### src/rtl/mips_stack_pkg.sv
// Shared types and sizing helpers for the MIPS hardware stack.
package mips_stack_pkg;

  localparam int unsigned STACK_WIDTH_DEF = 32;
  localparam int unsigned STACK_DEPTH_DEF = 16;

  // Operation code formed directly from {Push, Pop}
  typedef enum logic [1:0] {
    OP_NONE    = 2'b00,
    OP_POP     = 2'b01,
    OP_PUSH    = 2'b10,
    OP_REPLACE = 2'b11
  } op_e;

  // Address width of the (depth-1)-entry spill array, never below one bit
  function automatic int unsigned ptr_w(input int unsigned depth);
    return (depth <= 3) ? 1 : $clog2(depth - 1);
  endfunction

endpackage

### src/rtl/mips_hw_stack_if.sv
// Memory-stage push/pop bus between the MIPS core and its hardware stack.
interface mips_hw_stack_if #(
  parameter int unsigned WIDTH = 32,
  parameter int unsigned DEPTH = 16,
  parameter int unsigned CNT_W = $clog2(DEPTH + 1)
) ();

  logic             Push;
  logic             Pop;
  logic [WIDTH-1:0] WriteData;
  logic             ErrClr;
  logic [WIDTH-1:0] StackReadData;
  logic             Full;
  logic             Empty;
  logic [CNT_W-1:0] Count;
  logic             Overflow;
  logic             Underflow;

  modport master (
    output Push, Pop, WriteData, ErrClr,
    input  StackReadData, Full, Empty, Count, Overflow, Underflow
  );

  modport slave (
    input  Push, Pop, WriteData, ErrClr,
    output StackReadData, Full, Empty, Count, Overflow, Underflow
  );

endinterface

### src/rtl/mips_stack_ram.sv
// Spill array below top-of-stack: synchronous write, asynchronous read.
module mips_stack_ram #(
  parameter int unsigned WIDTH   = 32,
  parameter int unsigned ENTRIES = 15,
  parameter int unsigned AW      = 4
) (
  input  logic             clk_i,
  input  logic             we_i,
  input  logic [AW-1:0]    waddr_i,
  input  logic [WIDTH-1:0] wdata_i,
  input  logic [AW-1:0]    raddr_i,
  output logic [WIDTH-1:0] rdata_o
);

  logic [WIDTH-1:0] mem_q [ENTRIES];

  always_ff @(posedge clk_i) begin
    if (we_i) mem_q[waddr_i] <= wdata_i;
  end

  assign rdata_o = mem_q[raddr_i];

endmodule

### src/rtl/mips_hw_stack.sv
// Hardware return/data stack for the MIPS memory stage, top held in a register.
// Optional sticky error flags enabled by defining MIPS_STACK_FLAG_EN.
module mips_hw_stack
  import mips_stack_pkg::*;
#(
  parameter int unsigned WIDTH = STACK_WIDTH_DEF,
  parameter int unsigned DEPTH = STACK_DEPTH_DEF,
  parameter int unsigned CNT_W = $clog2(DEPTH + 1)
) (
  input  logic            CLK,
  input  logic            RST,
  mips_hw_stack_if.slave  bus
);

  localparam int unsigned AW = ptr_w(DEPTH);

  logic [CNT_W-1:0] cnt_q, cnt_d;
  logic [WIDTH-1:0] top_q, top_d;
  logic             we_c;
  logic [AW-1:0]    waddr_c, raddr_c;
  logic [WIDTH-1:0] rdata_c;
  logic             empty_c, full_c;
  logic             ovf_set_c, udf_set_c;
  op_e              op_c;

  assign empty_c = (cnt_q == '0);
  assign full_c  = (cnt_q == CNT_W'(DEPTH));
  assign op_c    = op_e'({bus.Push, bus.Pop});
  assign waddr_c = AW'(cnt_q - CNT_W'(1));
  assign raddr_c = (cnt_q >= CNT_W'(2)) ? AW'(cnt_q - CNT_W'(2)) : '0;

  mips_stack_ram #(
    .WIDTH   (WIDTH),
    .ENTRIES (DEPTH - 1),
    .AW      (AW)
  ) u_ram (
    .clk_i   (CLK),
    .we_i    (we_c),
    .waddr_i (waddr_c),
    .wdata_i (top_q),
    .raddr_i (raddr_c),
    .rdata_o (rdata_c)
  );

  // Next-state for top/count and error detection
  always_comb begin
    cnt_d     = cnt_q;
    top_d     = top_q;
    we_c      = 1'b0;
    ovf_set_c = 1'b0;
    udf_set_c = 1'b0;
    unique case (op_c)
      OP_PUSH: begin
        if (full_c) begin
          ovf_set_c = 1'b1;
        end else begin
          we_c  = !empty_c;
          top_d = bus.WriteData;
          cnt_d = cnt_q + CNT_W'(1);
        end
      end
      OP_POP: begin
        if (empty_c) begin
          udf_set_c = 1'b1;
        end else begin
          top_d = rdata_c;
          cnt_d = cnt_q - CNT_W'(1);
        end
      end
      OP_REPLACE: begin
        top_d = bus.WriteData;
        if (empty_c) begin
          udf_set_c = 1'b1;
          cnt_d     = CNT_W'(1);
        end
      end
      default: ;
    endcase
  end

  always_ff @(posedge CLK) begin
    if (!RST) begin
      cnt_q <= '0;
      top_q <= '0;
    end else begin
      cnt_q <= cnt_d;
      top_q <= top_d;
    end
  end

`ifdef MIPS_STACK_FLAG_EN
  logic ovf_q, udf_q;

  // Clear wins over a same-cycle error
  always_ff @(posedge CLK) begin
    if (!RST || bus.ErrClr) begin
      ovf_q <= 1'b0;
      udf_q <= 1'b0;
    end else begin
      if (ovf_set_c) ovf_q <= 1'b1;
      if (udf_set_c) udf_q <= 1'b1;
    end
  end

  assign bus.Overflow  = ovf_q;
  assign bus.Underflow = udf_q;
`else
  logic unused_c;
  assign unused_c      = ^{bus.ErrClr, ovf_set_c, udf_set_c};
  assign bus.Overflow  = 1'b0;
  assign bus.Underflow = 1'b0;
`endif

  assign bus.StackReadData = empty_c ? '0 : top_q;
  assign bus.Full          = full_c;
  assign bus.Empty         = empty_c;
  assign bus.Count         = cnt_q;

endmodule
### src/flat_wrapper.sv
// flat-port wrapper written by rule: the top's interface ports become plain ports
module mips_hw_stack_flat import mips_stack_pkg::*;
#(
  parameter int unsigned WIDTH = STACK_WIDTH_DEF,
  parameter int unsigned DEPTH = STACK_DEPTH_DEF,
  parameter int unsigned CNT_W = $clog2(DEPTH + 1)
)
  (CLK, RST, bus_Push, bus_Pop, bus_WriteData, bus_ErrClr, bus_StackReadData, bus_Full, bus_Empty, bus_Count, bus_Overflow, bus_Underflow);
  mips_hw_stack_if #(.WIDTH(WIDTH), .DEPTH(DEPTH), .CNT_W(CNT_W)) bus_i ();
  input  logic CLK;
  input  logic RST;
  input wire logic [$bits(bus_i.Push)-1:0] bus_Push;
  input wire logic [$bits(bus_i.Pop)-1:0] bus_Pop;
  input wire logic [$bits(bus_i.WriteData)-1:0] bus_WriteData;
  input wire logic [$bits(bus_i.ErrClr)-1:0] bus_ErrClr;
  output wire logic [$bits(bus_i.StackReadData)-1:0] bus_StackReadData;
  output wire logic [$bits(bus_i.Full)-1:0] bus_Full;
  output wire logic [$bits(bus_i.Empty)-1:0] bus_Empty;
  output wire logic [$bits(bus_i.Count)-1:0] bus_Count;
  output wire logic [$bits(bus_i.Overflow)-1:0] bus_Overflow;
  output wire logic [$bits(bus_i.Underflow)-1:0] bus_Underflow;
  assign bus_i.Push = bus_Push;
  assign bus_i.Pop = bus_Pop;
  assign bus_i.WriteData = bus_WriteData;
  assign bus_i.ErrClr = bus_ErrClr;
  assign bus_StackReadData = bus_i.StackReadData;
  assign bus_Full = bus_i.Full;
  assign bus_Empty = bus_i.Empty;
  assign bus_Count = bus_i.Count;
  assign bus_Overflow = bus_i.Overflow;
  assign bus_Underflow = bus_i.Underflow;
  mips_hw_stack #(.WIDTH(WIDTH), .DEPTH(DEPTH), .CNT_W(CNT_W)) u_core (.CLK(CLK), .RST(RST), .bus(bus_i));
endmodule
### config.mk
export PLATFORM = sky130hd
export DESIGN_NAME = mips_hw_stack_flat
export DESIGN_NICKNAME = d
export VERILOG_FILES = /design/src/rtl/mips_stack_pkg.sv /design/src/rtl/mips_hw_stack_if.sv /design/src/rtl/mips_stack_ram.sv /design/src/rtl/mips_hw_stack.sv /design/src/flat_wrapper.sv
export SDC_FILE = /design/constraint.sdc
export NUM_CORES = 1
export LEC_CHECK = 0
export CAP_MARGIN = 40
export CORE_MARGIN = 8
export CORE_UTILIZATION = 50
export DETAILED_ROUTE_END_ITERATION = 6
export GPL_TIMING_DRIVEN = 0
export HOLD_SLACK_MARGIN = 0.1
export PLACE_DENSITY = 0.73
export RECOVER_POWER = 100
export SYNTH_ARGS = -nofsm -noshare
export SYNTH_HDL_FRONTEND = slang
export SYNTH_SLANG_ARGS = --single-unit
### constraint.sdc
create_clock -name CLK -period 4.03 [get_ports CLK]
set_input_delay 0.6045 -clock CLK [delete_from_list [all_inputs] [get_ports CLK]]
set_output_delay 0.6045 -clock CLK [all_outputs]
set_load 0.01 [all_outputs]
==> results.md <==
- Final WL: 58100 um
- Input/output buffers: 73
- Post-CTS Hold Buffers: 0
- H-Tree Depth: 2
- RSZ-0062 raised after global routing: false
- Cell count after synthesis: 1469
- Pre-Repair DR Iteration Count: 5
- Critical Path Source Type: flop
- CP endpoint kind: flop
- Count leader, synth: edfxtp_1
- Top-level I/O count: 78
- Async SR Flop Fraction: 0
- Cell area power density: 751 nW/um2
- Final hold vios: 0
- Worst min-delay path class: input port to flop
- Drt wl/cell: 25.9 um
- Required time of the critical path: 4.57 ns
- Critical path class: flop to flop
- Synth Warn #: 0
- WHS: 0.458 ns
- CP Launch Point: u_core.bus.Count[1]$_SDFFE_PN0P_
- Routability cong.: 0.844
- Crit path DAT: 4.51 ns
- Leakage: 8.22 nW
- Slew headroom: 0.365
- Final setup viols: 0
- Netlist Area Pre-Place: 21700 um2
- Initial drt markers: 1699
- Register bit total from synthesis: 517
- Crit path max fanout: 10
- Total CTS buffers: 51
- Register area share after synthesis: 0.698
- Worst setup path endpoint: u_core.top_q[30]$_SDFFE_PN0P_
- DRC: 0
- Register area: 15200 um2
- Post-route ant nets: 0
- Largest net degree at the start of global routing: 19
- Multi-input gate area: 6070 um2
- Post-synth top cells: edfxtp_1, mux2i_1, o21ai_0, nor2_1, nand2_1
- Mean Syn Cell Area: 14.8 um2
- Tightest Pin Transition: 0.953 ns
- Clk_lat worst skew: 0.60 ns
- Max clock buf depth: 3
- Max Slew Vio Count: 0
- Ratio of cells with drive above 1 in the final layout: 0.145
- Gr usage total: 0.227
- Tmin final: 3.97 ns
- Inserted Diodes: 0
- # fillers: 3284
- Cell row count: 76
- DP Wirelength: 38200 um
- Die ar.: 50300 um2
- CTS sink count: 517
- CTS tree: built
- Post-synth EDFFs: 480
- Worst r2r src: u_core.bus.Count[1]$_SDFFE_PN0P_
- Die width: 224 um
- Worst clock skew: 0.0134 ns
- Routed vias/inst: 6.16
- Reg clk slew, reported paths: 0.06 ns
- Fmax: 252 MHz
- R2r setup slk: 0.06 ns
- Cell at the root of the clock tree: clkbuf_16
- Gr ovfl total: 0
- Largest cells by area after synthesis: edfxtp_1, mux2i_1, dfxtp_1
- Initial antenna violation count: 0
- Reg2reg end: u_core.top_q[30]$_SDFFE_PN0P_
- Final nets: 1657
- Outcome: finished, final reports clean
- Synth area leader: edfxtp_1
- First-pass GRT wire length: 85800 um
- Synth unique cells: 53
- Final period util: 0.984
- Vias post-DR: 13787
- Main synth FF type: edfxtp_1
- Vias in the first global route: 13923
- Core ar.: 43000 um2
- Max_cap viols: 0
- Worst VDD drop: 474 uV
- Area Growth Syn to Fin: 17.0%
- Initial core utilization: 0.505
- Die height: 224 um
- TNS Setup: 0 ns
- R2r worst-path depth: 10
- Area fraction of the dominant cell type after synthesis: 0.664
[repair_timing]
action,in CTS,in global routing
buffers inserted,1,0
setup endpoints to repair,518,2
cloned,1,0
resized for setup,10,2
pin swaps,0,0
[kinds of logic (layout without fill, tap and decap cells)]
kind of cell    count (synthesis)  in the layout  share of synthesized area
buf+inv                       119            302                     0.0275
compound gates                341            341                      0.113
simple gates                  280            281                     0.0621
other cells                     1              2                   0.000173
mux                           195            195                     0.0918
flops                         517            517                      0.698
xor+xnor                        8              8                    0.00323
fa+ha+maj                       8              8                    0.00461
[sequential cells by signal, summed over array words and instances (netlist names)]
signal,flops
u_core.bus.Count,5
u_core.u_ram.mem_q,480
u_core.top_q,32
[metrics by stage]
stage	instance area [um2]	util	cells	power [mW]	setup slack, ns
finish	25400	0.591	2239	19.1	0.0649
global route	25400	0.591	2239	19.8	0.0192
CTS	25500	0.594	2239	19.1	0.0625
detailed placement	23700	0.551	2143	13.9	-0.423
global placement	23200	0.539	2128	13.6	-2.12
floorplan	21700	-	1470	11.2	0.175
[critical path, cell delays in order (launching register included)]
cell	delay, ns
dfxtp_1	0.45
clkbuf_2	0.30
inv_1	0.19
ha_1	0.41
clkbuf_2	0.40
buf_2	0.34
clkbuf_2	0.35
clkbuf_1	0.57
a21oi_1	0.15
a311oi_1	0.48
a32o_1	0.25
[area by class of cell]
type	count	area share
Clock buffer	59	0.0526
Inverter	5	0.000739
Tap cell	585	0.0288
Timing Repair Buffer	89	0.0400
Buffer	113	0.0233
Multi-Input combinational cell	835	0.239
Sequential cell	517	0.597
Clock inverter	36	0.0187
[placed cells by master, fill, tap and decap left out, drive strengths merged, types with 8 or more instances in the layout]
cell type,instances
clkinv,18
a211oi,34
o22ai,34
dlygate4sd3,26
edfxtp,480
nand2,78
buf,61
ha,8
inv,8
nand3,36
or3,32
a32oi,30
nor2,85
nor2b,35
a311oi,31
clkdlybuf4s50,47
o21ai,127
clkbuf,127
a21oi,37
mux2,33
a32o,31
bufinv,11
dfxtp,37
mux2i,162
[metal layers]
metal	global-route usage	wire length (um)	vias to the layer above
met5	0	0	-
met4	0.0926	2290	0
met3	0.0431	5090	171
met2	0.371	28000	690
met1	0.296	22700	6889
li1	-	-	6037
[report_power, final]
group	switching (mW)	leakage [nW]	internal [mW]	total (mW)
clock	2.03	0.884	3.09	5.11
sequential	0.605	4.71	6.66	7.27
combinational	4.42	2.63	2.27	6.69
total	7.05	8.22	12.0	19.1
[how the worst min path moves through the flow]
| stage | start | end | slack, ns | cells after the start |
|---|---|---|---|---|
| 6_report | bus_Push | u_core.bus.Count[0]$_SDFFE_PN0P_ | 0.46 | 4 |
| 5_1_grt | bus_Push | u_core.bus.Count[0]$_SDFFE_PN0P_ | 0.50 | 4 |
| 4_1_cts | bus_Push | u_core.bus.Count[0]$_SDFFE_PN0P_ | 0.44 | 4 |
| 3_5_place_dp | u_core.u_ram.mem_q[0][28]$_DFFE_PP_ | u_core.top_q[28]$_SDFFE_PN0P_ | 0.64 | 3 |
| 3_3_place_gp | u_core.u_ram.mem_q[1][30]$_DFFE_PP_ | u_core.top_q[30]$_SDFFE_PN0P_ | 0.62 | 3 |
| 2_1_floorplan | u_core.top_q[25]$_SDFFE_PN0P_ | u_core.top_q[25]$_SDFFE_PN0P_ | 0.57 | 2 |
No activity file was read; power rests on OpenSTA's default activity.
